File: config.mk
export PLATFORM = sky130hd
export DESIGN_NAME = hazard_ctrl
export DESIGN_NICKNAME = d
export VERILOG_FILES = /design/src/rtl/hazard_ctrl_pkg.sv /design/src/rtl/hazard_ctrl_md_busy_cnt.sv /design/src/rtl/hazard_ctrl.sv
export SDC_FILE = /design/constraint.sdc
export NUM_CORES = 1
export LEC_CHECK = 0
export CAP_MARGIN = 10
export CELL_PAD_IN_SITES_DETAIL_PLACEMENT = 0
export CELL_PAD_IN_SITES_GLOBAL_PLACEMENT = 2
export CORE_ASPECT_RATIO = 0.7
export CORE_UTILIZATION = 19
export CTS_CLUSTER_SIZE = 20
export DETAILED_ROUTE_END_ITERATION = 10
export HOLD_SLACK_MARGIN = 0.15
export PLACE_DENSITY = 0.91
export REMOVE_ABC_BUFFERS = 1
export SLEW_MARGIN = 0
export SYNTH_ARGS = -nofsm -noshare
export SYNTH_HDL_FRONTEND = slang
export SYNTH_SLANG_ARGS = --single-unit
File: constraint.sdc
create_clock -name clk -period 1.95 [get_ports clk]
set_input_delay 0.39 -clock clk [delete_from_list [all_inputs] [get_ports clk]]
set_output_delay 0.39 -clock clk [all_outputs]
set_load 0.01 [all_outputs]
File: src/rtl/hazard_ctrl_pkg.sv
// hazard_ctrl_pkg
//   Shared definitions for the pipeline hazard controller: forwarding-select
//   encodings, the "source unused" tuse value, and tnew/tuse/MDU-counter widths.
package hazard_ctrl_pkg;

    localparam int unsigned TNEW_W   = 2;
    localparam int unsigned TUSE_W   = 2;
    localparam int unsigned MD_CNT_W = 4;

    // A tuse of 3 marks a source operand the instruction does not read.
    localparam logic [TUSE_W-1:0] TUSE_NONE = 2'd3;

    // Forwarding mux selects, ordered by producer age (E is youngest).
    typedef enum logic [1:0] {
        FWD_RF = 2'd0,
        FWD_W  = 2'd1,
        FWD_M  = 2'd2,
        FWD_E  = 2'd3
    } fwd_sel_e;

endpackage

File: src/rtl/hazard_ctrl_md_busy_cnt.sv
// md_busy_cnt
//   Tracks the remaining busy cycles of the multiply/divide unit.
//   Ports:
//     clk      - clock, rising edge
//     reset_n  - synchronous active-low reset, clears the counter
//     start_i  - MDU operation enters E this cycle (reloads the counter)
//     div_i    - 1 = divide, 0 = multiply (selects the reload value)
//     busy_o   - counter nonzero, or an operation is starting now
module md_busy_cnt
    import hazard_ctrl_pkg::*;
#(
    parameter int unsigned MULT_CYCLES = 5,
    parameter int unsigned DIV_CYCLES  = 10
) (
    input  logic clk,
    input  logic reset_n,
    input  logic start_i,
    input  logic div_i,
    output logic busy_o
);

    logic [MD_CNT_W-1:0] cnt_q, cnt_d;

    // A new start always reloads, so the latest operation wins.
    always_comb begin
        cnt_d = cnt_q;
        if (start_i) begin
            cnt_d = div_i ? MD_CNT_W'(DIV_CYCLES) : MD_CNT_W'(MULT_CYCLES);
        end else if (cnt_q != '0) begin
            cnt_d = cnt_q - MD_CNT_W'(1);
        end
    end

    always_ff @(posedge clk) begin
        if (!reset_n) begin
            cnt_q <= '0;
        end else begin
            cnt_q <= cnt_d;
        end
    end

    // While reset is held the counter is treated as zero, so busy only
    // reflects a start arriving in that same cycle.
    assign busy_o = (reset_n && (cnt_q != '0)) || start_i;

endmodule

File: src/rtl/hazard_ctrl.sv
// hazard_ctrl
//   Pipeline hazard unit: data-hazard stall, D/E/M forwarding selects and
//   MDU busy stall for a 5-stage pipeline.
//   Ports:
//     clk, reset_n                 - clock and synchronous active-low reset
//     d_rs/d_rt, d_*_tuse          - D-stage sources and cycles until use (3 = unused)
//     e_rs/e_rt, e_*_use           - E-stage sources and their use flags
//     m_rt, m_rt_use               - M-stage store-data source
//     e_wr/m_wr/w_wr               - destination registers (0 = no write)
//     e_tnew/m_tnew                - cycles until the E/M result is ready
//     e_md_start, e_md_div         - MDU op enters E; 1 = divide
//     d_md_use                     - D instruction needs HI/LO or the MDU
//     stall                        - freeze F/D, bubble into E
//     fwd_d_rs/rt, fwd_e_rs/rt     - 0 = RF, 1 = W, 2 = M, 3 = E
//     fwd_m_rt                     - 1 = W result into M store data
//     md_busy                      - MDU in progress
//     stall_cnt                    - stall-cycle counter (only with HAZARD_STALL_CNT_EN)
//   Optional feature macro: HAZARD_STALL_CNT_EN
module hazard_ctrl
    import hazard_ctrl_pkg::*;
#(
    parameter int unsigned REG_AW      = 5,
    parameter int unsigned MULT_CYCLES = 5,
    parameter int unsigned DIV_CYCLES  = 10
) (
    input  logic              clk,
    input  logic              reset_n,
    input  logic [REG_AW-1:0] d_rs,
    input  logic [REG_AW-1:0] d_rt,
    input  logic [TUSE_W-1:0] d_rs_tuse,
    input  logic [TUSE_W-1:0] d_rt_tuse,
    input  logic [REG_AW-1:0] e_rs,
    input  logic [REG_AW-1:0] e_rt,
    input  logic              e_rs_use,
    input  logic              e_rt_use,
    input  logic [REG_AW-1:0] m_rt,
    input  logic              m_rt_use,
    input  logic [REG_AW-1:0] e_wr,
    input  logic [REG_AW-1:0] m_wr,
    input  logic [REG_AW-1:0] w_wr,
    input  logic [TNEW_W-1:0] e_tnew,
    input  logic [TNEW_W-1:0] m_tnew,
    input  logic              e_md_start,
    input  logic              e_md_div,
    input  logic              d_md_use,
    output logic              stall,
    output logic [1:0]        fwd_d_rs,
    output logic [1:0]        fwd_d_rt,
    output logic [1:0]        fwd_e_rs,
    output logic [1:0]        fwd_e_rt,
    output logic              fwd_m_rt,
    output logic              md_busy
`ifdef HAZARD_STALL_CNT_EN
    ,
    output logic [31:0]       stall_cnt
`endif
);

    // D source stalls when a producer in E or M will not be ready in time.
    function automatic logic d_hazard(
        input logic [REG_AW-1:0] a,
        input logic [TUSE_W-1:0] tuse,
        input logic [REG_AW-1:0] ewr,
        input logic [TNEW_W-1:0] etn,
        input logic [REG_AW-1:0] mwr,
        input logic [TNEW_W-1:0] mtn
    );
        return (tuse != TUSE_NONE) && (a != '0) &&
               (((a == ewr) && (tuse < etn)) || ((a == mwr) && (tuse < mtn)));
    endfunction

    // Youngest ready producer wins; W is always ready.
    function automatic fwd_sel_e pick_fwd(
        input logic              live,
        input logic              use_e,
        input logic [REG_AW-1:0] a,
        input logic [REG_AW-1:0] ewr,
        input logic [TNEW_W-1:0] etn,
        input logic [REG_AW-1:0] mwr,
        input logic [TNEW_W-1:0] mtn,
        input logic [REG_AW-1:0] wwr
    );
        fwd_sel_e sel;
        sel = FWD_RF;
        if (live && (a != '0)) begin
            if (use_e && (a == ewr) && (etn == '0)) begin
                sel = FWD_E;
            end else if ((a == mwr) && (mtn == '0)) begin
                sel = FWD_M;
            end else if (a == wwr) begin
                sel = FWD_W;
            end
        end
        return sel;
    endfunction

    logic stall_data;
    logic stall_md;

    md_busy_cnt #(
        .MULT_CYCLES (MULT_CYCLES),
        .DIV_CYCLES  (DIV_CYCLES)
    ) u_md_busy_cnt (
        .clk     (clk),
        .reset_n (reset_n),
        .start_i (e_md_start),
        .div_i   (e_md_div),
        .busy_o  (md_busy)
    );

    always_comb begin
        stall_data = d_hazard(d_rs, d_rs_tuse, e_wr, e_tnew, m_wr, m_tnew) ||
                     d_hazard(d_rt, d_rt_tuse, e_wr, e_tnew, m_wr, m_tnew);
        stall_md   = d_md_use && md_busy;
        stall      = stall_data || stall_md;
    end

    // E-stage selects never consider E itself (use_e = 0).
    always_comb begin
        fwd_d_rs = pick_fwd(d_rs_tuse != TUSE_NONE, 1'b1, d_rs, e_wr, e_tnew, m_wr, m_tnew, w_wr);
        fwd_d_rt = pick_fwd(d_rt_tuse != TUSE_NONE, 1'b1, d_rt, e_wr, e_tnew, m_wr, m_tnew, w_wr);
        fwd_e_rs = pick_fwd(e_rs_use, 1'b0, e_rs, e_wr, e_tnew, m_wr, m_tnew, w_wr);
        fwd_e_rt = pick_fwd(e_rt_use, 1'b0, e_rt, e_wr, e_tnew, m_wr, m_tnew, w_wr);
        fwd_m_rt = m_rt_use && (m_rt != '0) && (m_rt == w_wr);
    end

`ifdef HAZARD_STALL_CNT_EN
    logic [31:0] stall_cnt_q, stall_cnt_d;

    always_comb begin
        stall_cnt_d = stall_cnt_q;
        if (stall) begin
            stall_cnt_d = stall_cnt_q + 32'd1;
        end
    end

    always_ff @(posedge clk) begin
        if (!reset_n) begin
            stall_cnt_q <= '0;
        end else begin
            stall_cnt_q <= stall_cnt_d;
        end
    end

    assign stall_cnt = stall_cnt_q;
`endif

endmodule

==> results.md, run 1 <==
* Routed vias/inst at around 4.2
* Worst vdd ir at ~0.00031 V
* Startpoint Class: input port
* Leading cell type by number of instances after synthesis: xor2_1
* Total track usage at between 10% and 20%
* Total gr overflow at 0
* Maxcap violations at 0
* Drt initial violations at between 40 and 50
* Initial Util at between 10% and 20%
* Sw power at ~0.00028 W
* TritonRoute pass-1 iters at 4
* Yosys top cell area share at between 30% and 40%
* Drt drc at 0
* Core area at between 5000 and 6000 µm²
* Library cells used by synthesis at 31
* Nets at between 300 and 400
* EDFF count, synth at 0
* IO Port Bufs at 66
* Ys Warns at 0
* Fin crit share at 104%
* Headroom to the max-slew limit at 81.9%
* Largest registers: u_md_busy_cnt.cnt_q: 4 flops
* I/O pin cnt at 67
* Worst clock skew at about 0.0020 ns
* Mapped Area at between 1000 and 1500 µm²
* Number of antenna violations at the first check in global routing at 0
* Largest net degree at the start of global routing at 6
* Final worst path period need at about 2 ns
* Cells after synthesis at 150
* Sequential area share after synthesis at under 10%
* CP arrival at approximately 1.6 ns
* Element type at the critical path end: output port
* Fill count at slightly below 600
* Cts hold-fix bufs at 0
* Mean Syn Cell Area at about 7.5 µm²
* WS Path Type: input port to output port
* Pleak at roughly 1.1 nW
* CP max FO at 2
* Flop pwr share at 12.4%
* CTS sink cnt at 4
* Vias in the first global route at around 1400
* CTS max path bufs at 2
* Clk Tree Root Cell: clkbuf_8
* Gp weighted congestion at between 0.7 and 0.8
* Largest register FFs at 4
* Die Ht at around 67 µm
* Violated checks: setup timing
* Ys flop type: dfxtp_1
* Combinational Power Share at between 60 and 70%
* Via count at between 1000 and 1500
* RSZ-0062 raised after global routing: yes
* Worst-Skew Late Latency at 0.22 ns
* Clock network power share at between 20% and 30%
* DRT antenna net count at 0
* Die width at around 94 µm
* Worst min path class: register to register
* Number of CTS-inserted buffers at 3
* H-tree depth at 1
* Asr flop ratio synth at 0%
* Setup ws final at -0.0685 ns
* R2R Setup Slk at 0.42 ns
* Clock slew at reported path FFs at 0.03 ns
* Final WL at 4.65 mm
* Synthesis-to-layout area growth at 112%
* Die area at around 6300 µm²
* Final TNS setup at -0.125 ns
* First-pass GRT wire length at 6.80 mm
* Outcome: complete, but fails checks
* Largest Register: u_md_busy_cnt.cnt_q
* Fmax at 495 MHz
* CTS tree: built
* Pins Over Slew Limit at 0
* Cell-internal power at about 0.00051 W
* Worst Path Required at 1.56 ns
* Yosys top cell by area: xor2_1
* Pwr per Cell Area at roughly 330 nW/µm²
* Share of layout cells above drive strength 1 at between 50 and 60%
* Hold Fails Final Rpt at 0
* Final instance area at 2400 µm²
* # setup viols final at 3
* Avg WL per Cell at about 14 µm
* Top cells by area, synth: xor2_1 (33%), xnor2_1 (11%), dfxtp_1 (7.1%)
* Detailed placer's ending HPWL at ~3.6 mm
* Tightest Pin Transition at between 0.2 and 0.3 ns
* Number of cell rows at 23
* Yosys reg bits at 4
* Dpl cell area at 2220 µm²
* Switch share at 35.2%
* Commonest cells post-synth: xor2_1 (42), xnor2_1 (14), a21oi_1 (11), nor3_1 (8), nand2_1 (7)
* Antenna fix cells at 0
==> cells by family after synthesis <==
| family | Yosys count | synth area share, % |
|---|---|---|
| buf+inv | 11 | 4.20 |
| xor+xnor | 56 | 43.4 |
| simple gates | 49 | 25.1 |
| mux | 1 | 0.885 |
| compound gates | 24 | 13.8 |
| fa+ha+maj | 5 | 5.53 |
| flops | 4 | 7.08 |
==> cells in the final DEF (no fill, tap or decap), types with 3 or more instances in the layout <==
| master | n |
|---|---|
| dlygate4sd2_1 | 11 |
| clkbuf_2 | 10 |
| inv_2 | 4 |
| xor2_1 | 41 |
| clkbuf_8 | 3 |
| or4_4 | 6 |
| ha_1 | 3 |
| a21oi_1 | 5 |
| buf_6 | 22 |
| nor3_2 | 4 |
| xnor2_1 | 12 |
| nor3_1 | 4 |
| nor2_1 | 4 |
| buf_2 | 21 |
| buf_4 | 41 |
| nor4_1 | 3 |
| a21oi_2 | 5 |
| nand2b_1 | 3 |
| clkdlybuf4s15_1 | 5 |
| clkdlybuf4s50_1 | 6 |
| nand2_1 | 5 |
==> layout make-up <==
class	count	area (µm²)	area share [%]
Multi-Input combinational cell	135	1210	50.3
Timing Repair Buffer	120	956	39.9
Tap cell	75	93.8	3.91
Sequential cell	4	82.6	3.44
Clock buffer	3	41.3	1.72
Inverter	5	18.8	0.782
==> through the flow <==
stage	utilization (%)	hold WS [ns]	total power, W	std cells	setup WS [ns]
detailed placement	38.7	0.622	0.000572	333	-0.901
global placement	38.7	0.606	0.000568	333	-0.884
floorplan	-	0.479	0.000270	144	0.175
global route	41.9	0.683	0.000852	342	-0.105
CTS	40.3	0.631	0.000763	342	-0.121
finish	41.9	0.628	0.000793	342	-0.0685
==> per-layer routing <==
| metal | wire, µm | global-route usage (%) | vias up |
|---|---|---|---|
| li1 | - | - | 762 |
| met3 | 154 | 1.03 | 0 |
| met1 | 2330 | 20.1 | 648 |
| met2 | 2170 | 22.9 | 26 |
| met5 | 0 | 0 | - |
| met4 | 0 | 3.08 | 0 |
==> power by group through the flow <==
stage / sequential (W) / clock, W / combinational, W
2_1_floorplan: 0.0000987 / 0 / 0.000172
3_3_place_gp: 0.0000970 / 0 / 0.000471
3_5_place_dp: 0.0000973 / 0 / 0.000475
4_1_cts: 0.0000965 / 0.000178 / 0.000489
5_1_grt: 0.0000997 / 0.000183 / 0.000569
6_report: 0.0000983 / 0.000172 / 0.000523
==> worst max-delay path: stages <==
cell    delay, ns
buf_6        0.09
buf_6        0.11
buf_6        0.10
xor2_1       0.13
nor4_1       0.07
and3_1       0.18
buf_4        0.13
nor4_2       0.25
buf_2        0.17
==> worst paths after layout <==
check                          from  cells past startpoint                      to
max reg2reg  u_md_busy_cnt.cnt_q[1]                      8  u_md_busy_cnt.cnt_q[0]
min reg2reg  u_md_busy_cnt.cnt_q[3]                      3  u_md_busy_cnt.cnt_q[2]
max                         e_rt[2]                      9             fwd_e_rt[0]
min          u_md_busy_cnt.cnt_q[3]                      3  u_md_busy_cnt.cnt_q[2]
==> timing repair <==
action,4_1_cts,5_1_grt
cloned,0,0
endpoints found under the setup margin,11,11
pin swaps,35,37
setup buffers,6,0
gates resized for setup,203,56
Power figures use the tool's default switching activity.
==> run 2: changes to the inputs <==
--- a/config.mk
+++ b/config.mk
@@ -9,11 +9,11 @@
 export CELL_PAD_IN_SITES_DETAIL_PLACEMENT = 0
 export CELL_PAD_IN_SITES_GLOBAL_PLACEMENT = 2
 export CORE_ASPECT_RATIO = 0.7
-export CORE_UTILIZATION = 19
+export CORE_UTILIZATION = 17
 export CTS_CLUSTER_SIZE = 20
 export DETAILED_ROUTE_END_ITERATION = 10
 export HOLD_SLACK_MARGIN = 0.15
-export PLACE_DENSITY = 0.91
+export PLACE_DENSITY = 0.86
 export REMOVE_ABC_BUFFERS = 1
 export SLEW_MARGIN = 0
 export SYNTH_ARGS = -nofsm -noshare
==> constraint.sdc (replaced) <==
create_clock -name clk -period 1.8 [get_ports clk]
set_input_delay 0.36 -clock clk [delete_from_list [all_inputs] [get_ports clk]]
set_output_delay 0.36 -clock clk [all_outputs]
set_load 0.01 [all_outputs]
==> run 2 against run 1 <==
The flow still finishes with violations (setup timing). Utilization fell by 3.3 points. Count of clock-buffer cells in the layout did not move. Sequential cell count did not move. Combinational power rose by 9.2%. Sequential share of layout area fell by 0.062 points. Die area rose by 11%. Critical path type unchanged. Largest cell class unchanged.
==> results.md, run 2 (synthesis results as in run 1) <==
* Sw power at 0.000296 W (+6.2%)
* Die area at 6990 µm² (+11%)
* H-tree depth at 1 (unchanged)
* GRT busiest layer: met2
* Met3 Usage GRT at 1.40% (+0.37 points)
* Die width at 99.5 µm (+5.6%)
* Worst Path Required at 1.44 ns (-0.12 ns)
* IO Port Bufs at 66 (unchanged)
* RSZ-0062 raised after global routing: yes
* Fmax at 498 MHz
* Combinational Power Share at 66.1% (+0.2 points)
* Share of layout cells above drive strength 1 at 55.5% (+2.0 points)
* Flop pwr share at 12.3% (about the same)
* Dpl cells at 350 (+5.1%)
* Total gr overflow at 0 (unchanged)
* Largest Register: u_md_busy_cnt.cnt_q
* Critical path's slowest cell: clkdlybuf4s15_2
* WS Path Type: input port to output port
* CP endpoint: fwd_e_rt[0]
* Initial Util at 17.9% (-1.9 points)
* Largest registers: u_md_busy_cnt.cnt_q: 4 flops
* Final hold slack at 0.627 ns (-0.000624 ns)
* Pins Over Slew Limit at 0 (unchanged)
* Startpoint Class: input port
* Reg-to-reg endpoint: u_md_busy_cnt.cnt_q[0]
* CTS max path bufs at 2 (unchanged)
* Commonest non-fill, non-tap cell in the layout: buf_4
* CTS tree: built
* Hold Fails Final Rpt at 0 (unchanged)
* R2R Setup Slk at 0.28 ns (-0.14 ns)
* Number of cell rows at 24 (+4.3%)
* Largest register FFs at 4 (unchanged)
* Worst r2r src: u_md_busy_cnt.cnt_q[0]
* Worst vdd ir at 0.000383 V (+22%)
* Worst reg2reg path depth at 8 (unchanged)
* Hold_sp: u_md_busy_cnt.cnt_q[2]
* Via count at 1499 (+4.4%)
* CP Launch Point: m_wr[1]
* Maxcap violations at 0 (unchanged)
* Headroom to the max-slew limit at 82.1% (+0.26 points)
* Gp weighted congestion at 0.908 (+17%)
* Detailed placer's ending HPWL at 3.77 mm (+3.8%)
* Clk Tree Root Cell: clkbuf_8
* Pleak at 1.14 nW (+1.7%)
* CP max FO at 4 (+2)
* Most frequent cells in the layout: buf_4 (49), xor2_1 (40), buf_6 (22)
* Crit-path cells: clkdlybuf4s15_2 > buf_4 > xnor2_1 > and3_1 > buf_4 > nor4_2 > buf_2
* I/O pin cnt at 67 (unchanged)
* Element type at the critical path end: output port
* Antenna fix cells at 0 (unchanged)
* Core area at 6340 µm² (+11%)
* TritonRoute pass-1 iters at 4 (unchanged)
* First-pass GRT wire length at 7.09 mm (+4.4%)
* Worst min path class: register to register
* # setup viols final at 8 (+5)
* CTS sink cnt at 4 (unchanged)
* Final TNS setup at -0.774 ns (-0.649 ns)
* Die Ht at 70.2 µm (+5.5%)
* Avg WL per Cell at 12.7 µm (-6.5%)
* Outcome: complete, but fails checks
* DRT antenna net count at 0 (unchanged)
* Nets at 335 (+1.5%)
* Met1 usage at 18.2% (-1.8 points)
* CP arrival at 1.65 ns (+0.02 ns)
* Fin crit share at 111%
* Worst-Skew Late Latency at 0.22 ns (about the same)
* Setup ws final at -0.207 ns (-0.138 ns)
* Max stage delay on crit path at 0.25 ns (about the same)
* Drt initial violations at 40 (-2.4%)
* Met2 GRT Util at 21.4% (-1.5 points)
* Final worst path period need at 2.01 ns
* Number of antenna violations at the first check in global routing at 0 (unchanged)
* Drt drc at 0 (unchanged)
* Clock network power share at 21.5% (-0.2 points)
* Number of CTS-inserted buffers at 3 (unchanged)
* Violated checks: setup timing
* Pwr per Cell Area at 353 nW/µm² (+6.8%)
* Largest net degree at the start of global routing at 6 (unchanged)
* Synthesis-to-layout area growth at 116%
* Tightest Pin Transition at 0.266 ns (-0.00343 ns)
* Routed vias/inst at 4.13 (-1.7%)
* Switch share at 34.3% (-0.83 points)
* Worst clock skew at 0.00255 ns (+0.000572 ns)
* Clock slew at reported path FFs at 0.03 ns (about the same)
* Crit-path most repeated cell: buf_4
* Cell-internal power at 0.000566 W (+10%)
* Final WL at 4.62 mm (-0.75%)
* Fin cells at 363 (+6.1%)
* Cts hold-fix bufs at 0 (unchanged)
* Vias in the first global route at 1459 (+1.7%)
* Total track usage at 12.9% (-1.2 points)
-- run 2: final cells by class --
cell class	count	area [µm²]
multi-input cells	135	1180
flip-flops and latches	4	82.6
fillers	665	3890
well taps	91	114
repair buffers	125	1000
clock buffers	3	41.3
inverters	5	18.8
-- run 2: worst max-delay path: cells and delay by family --
| family | cells | cell delay [ns] |
|---|---|---|
| xor+xnor | 1 | 0.12 |
| buf+inv | 4 | 0.71 |
| simple gates | 2 | 0.45 |
-- run 2: per-layer routing --
layer / vias up / wire (µm)
met5: - / 0
met4: 0 / 30
met3: 4 / 194
met2: 34 / 2160
met1: 690 / 2230
li1: 771 / -
-- run 2: power groups by stage --
stage	registers [W]	logic (W)	clock network [W]
after global placement	0.000105	0.000514	0
after global routing	0.000108	0.000622	0.000199
after floorplan	0.000107	0.000186	0
after CTS	0.000106	0.000536	0.000192
final	0.000107	0.000571	0.000186
after detailed placement	0.000105	0.000515	0
-- run 2: stage by stage --
stage	total power, W	util, %	area (µm²)	setup WS, ns
2_1_floorplan	0.000293	-	1100	0.0555
3_3_place_gp	0.000619	35.4	2240	-0.993
3_5_place_dp	0.000621	35.4	2240	-0.936
4_1_cts	0.000835	37.1	2350	-0.237
5_1_grt	0.000928	38.5	2440	-0.287
6_report	0.000863	38.5	2440	-0.207
-- run 2: timing repair --
item,in CTS,in global routing
setup endpoints to repair,11,11
cloned,0,0
setup buffers,9,2
gates resized for setup,220,49
pin swaps,38,26
-- run 2: worst min-delay path by stage --
stage,cells past startpoint,to,slack [ns]
floorplan,2,u_md_busy_cnt.cnt_q[2],0.48
global placement,3,u_md_busy_cnt.cnt_q[2],0.60
detailed placement,3,u_md_busy_cnt.cnt_q[2],0.62
CTS,3,u_md_busy_cnt.cnt_q[2],0.63
global route,3,u_md_busy_cnt.cnt_q[2],0.66
finish,3,u_md_busy_cnt.cnt_q[2],0.63
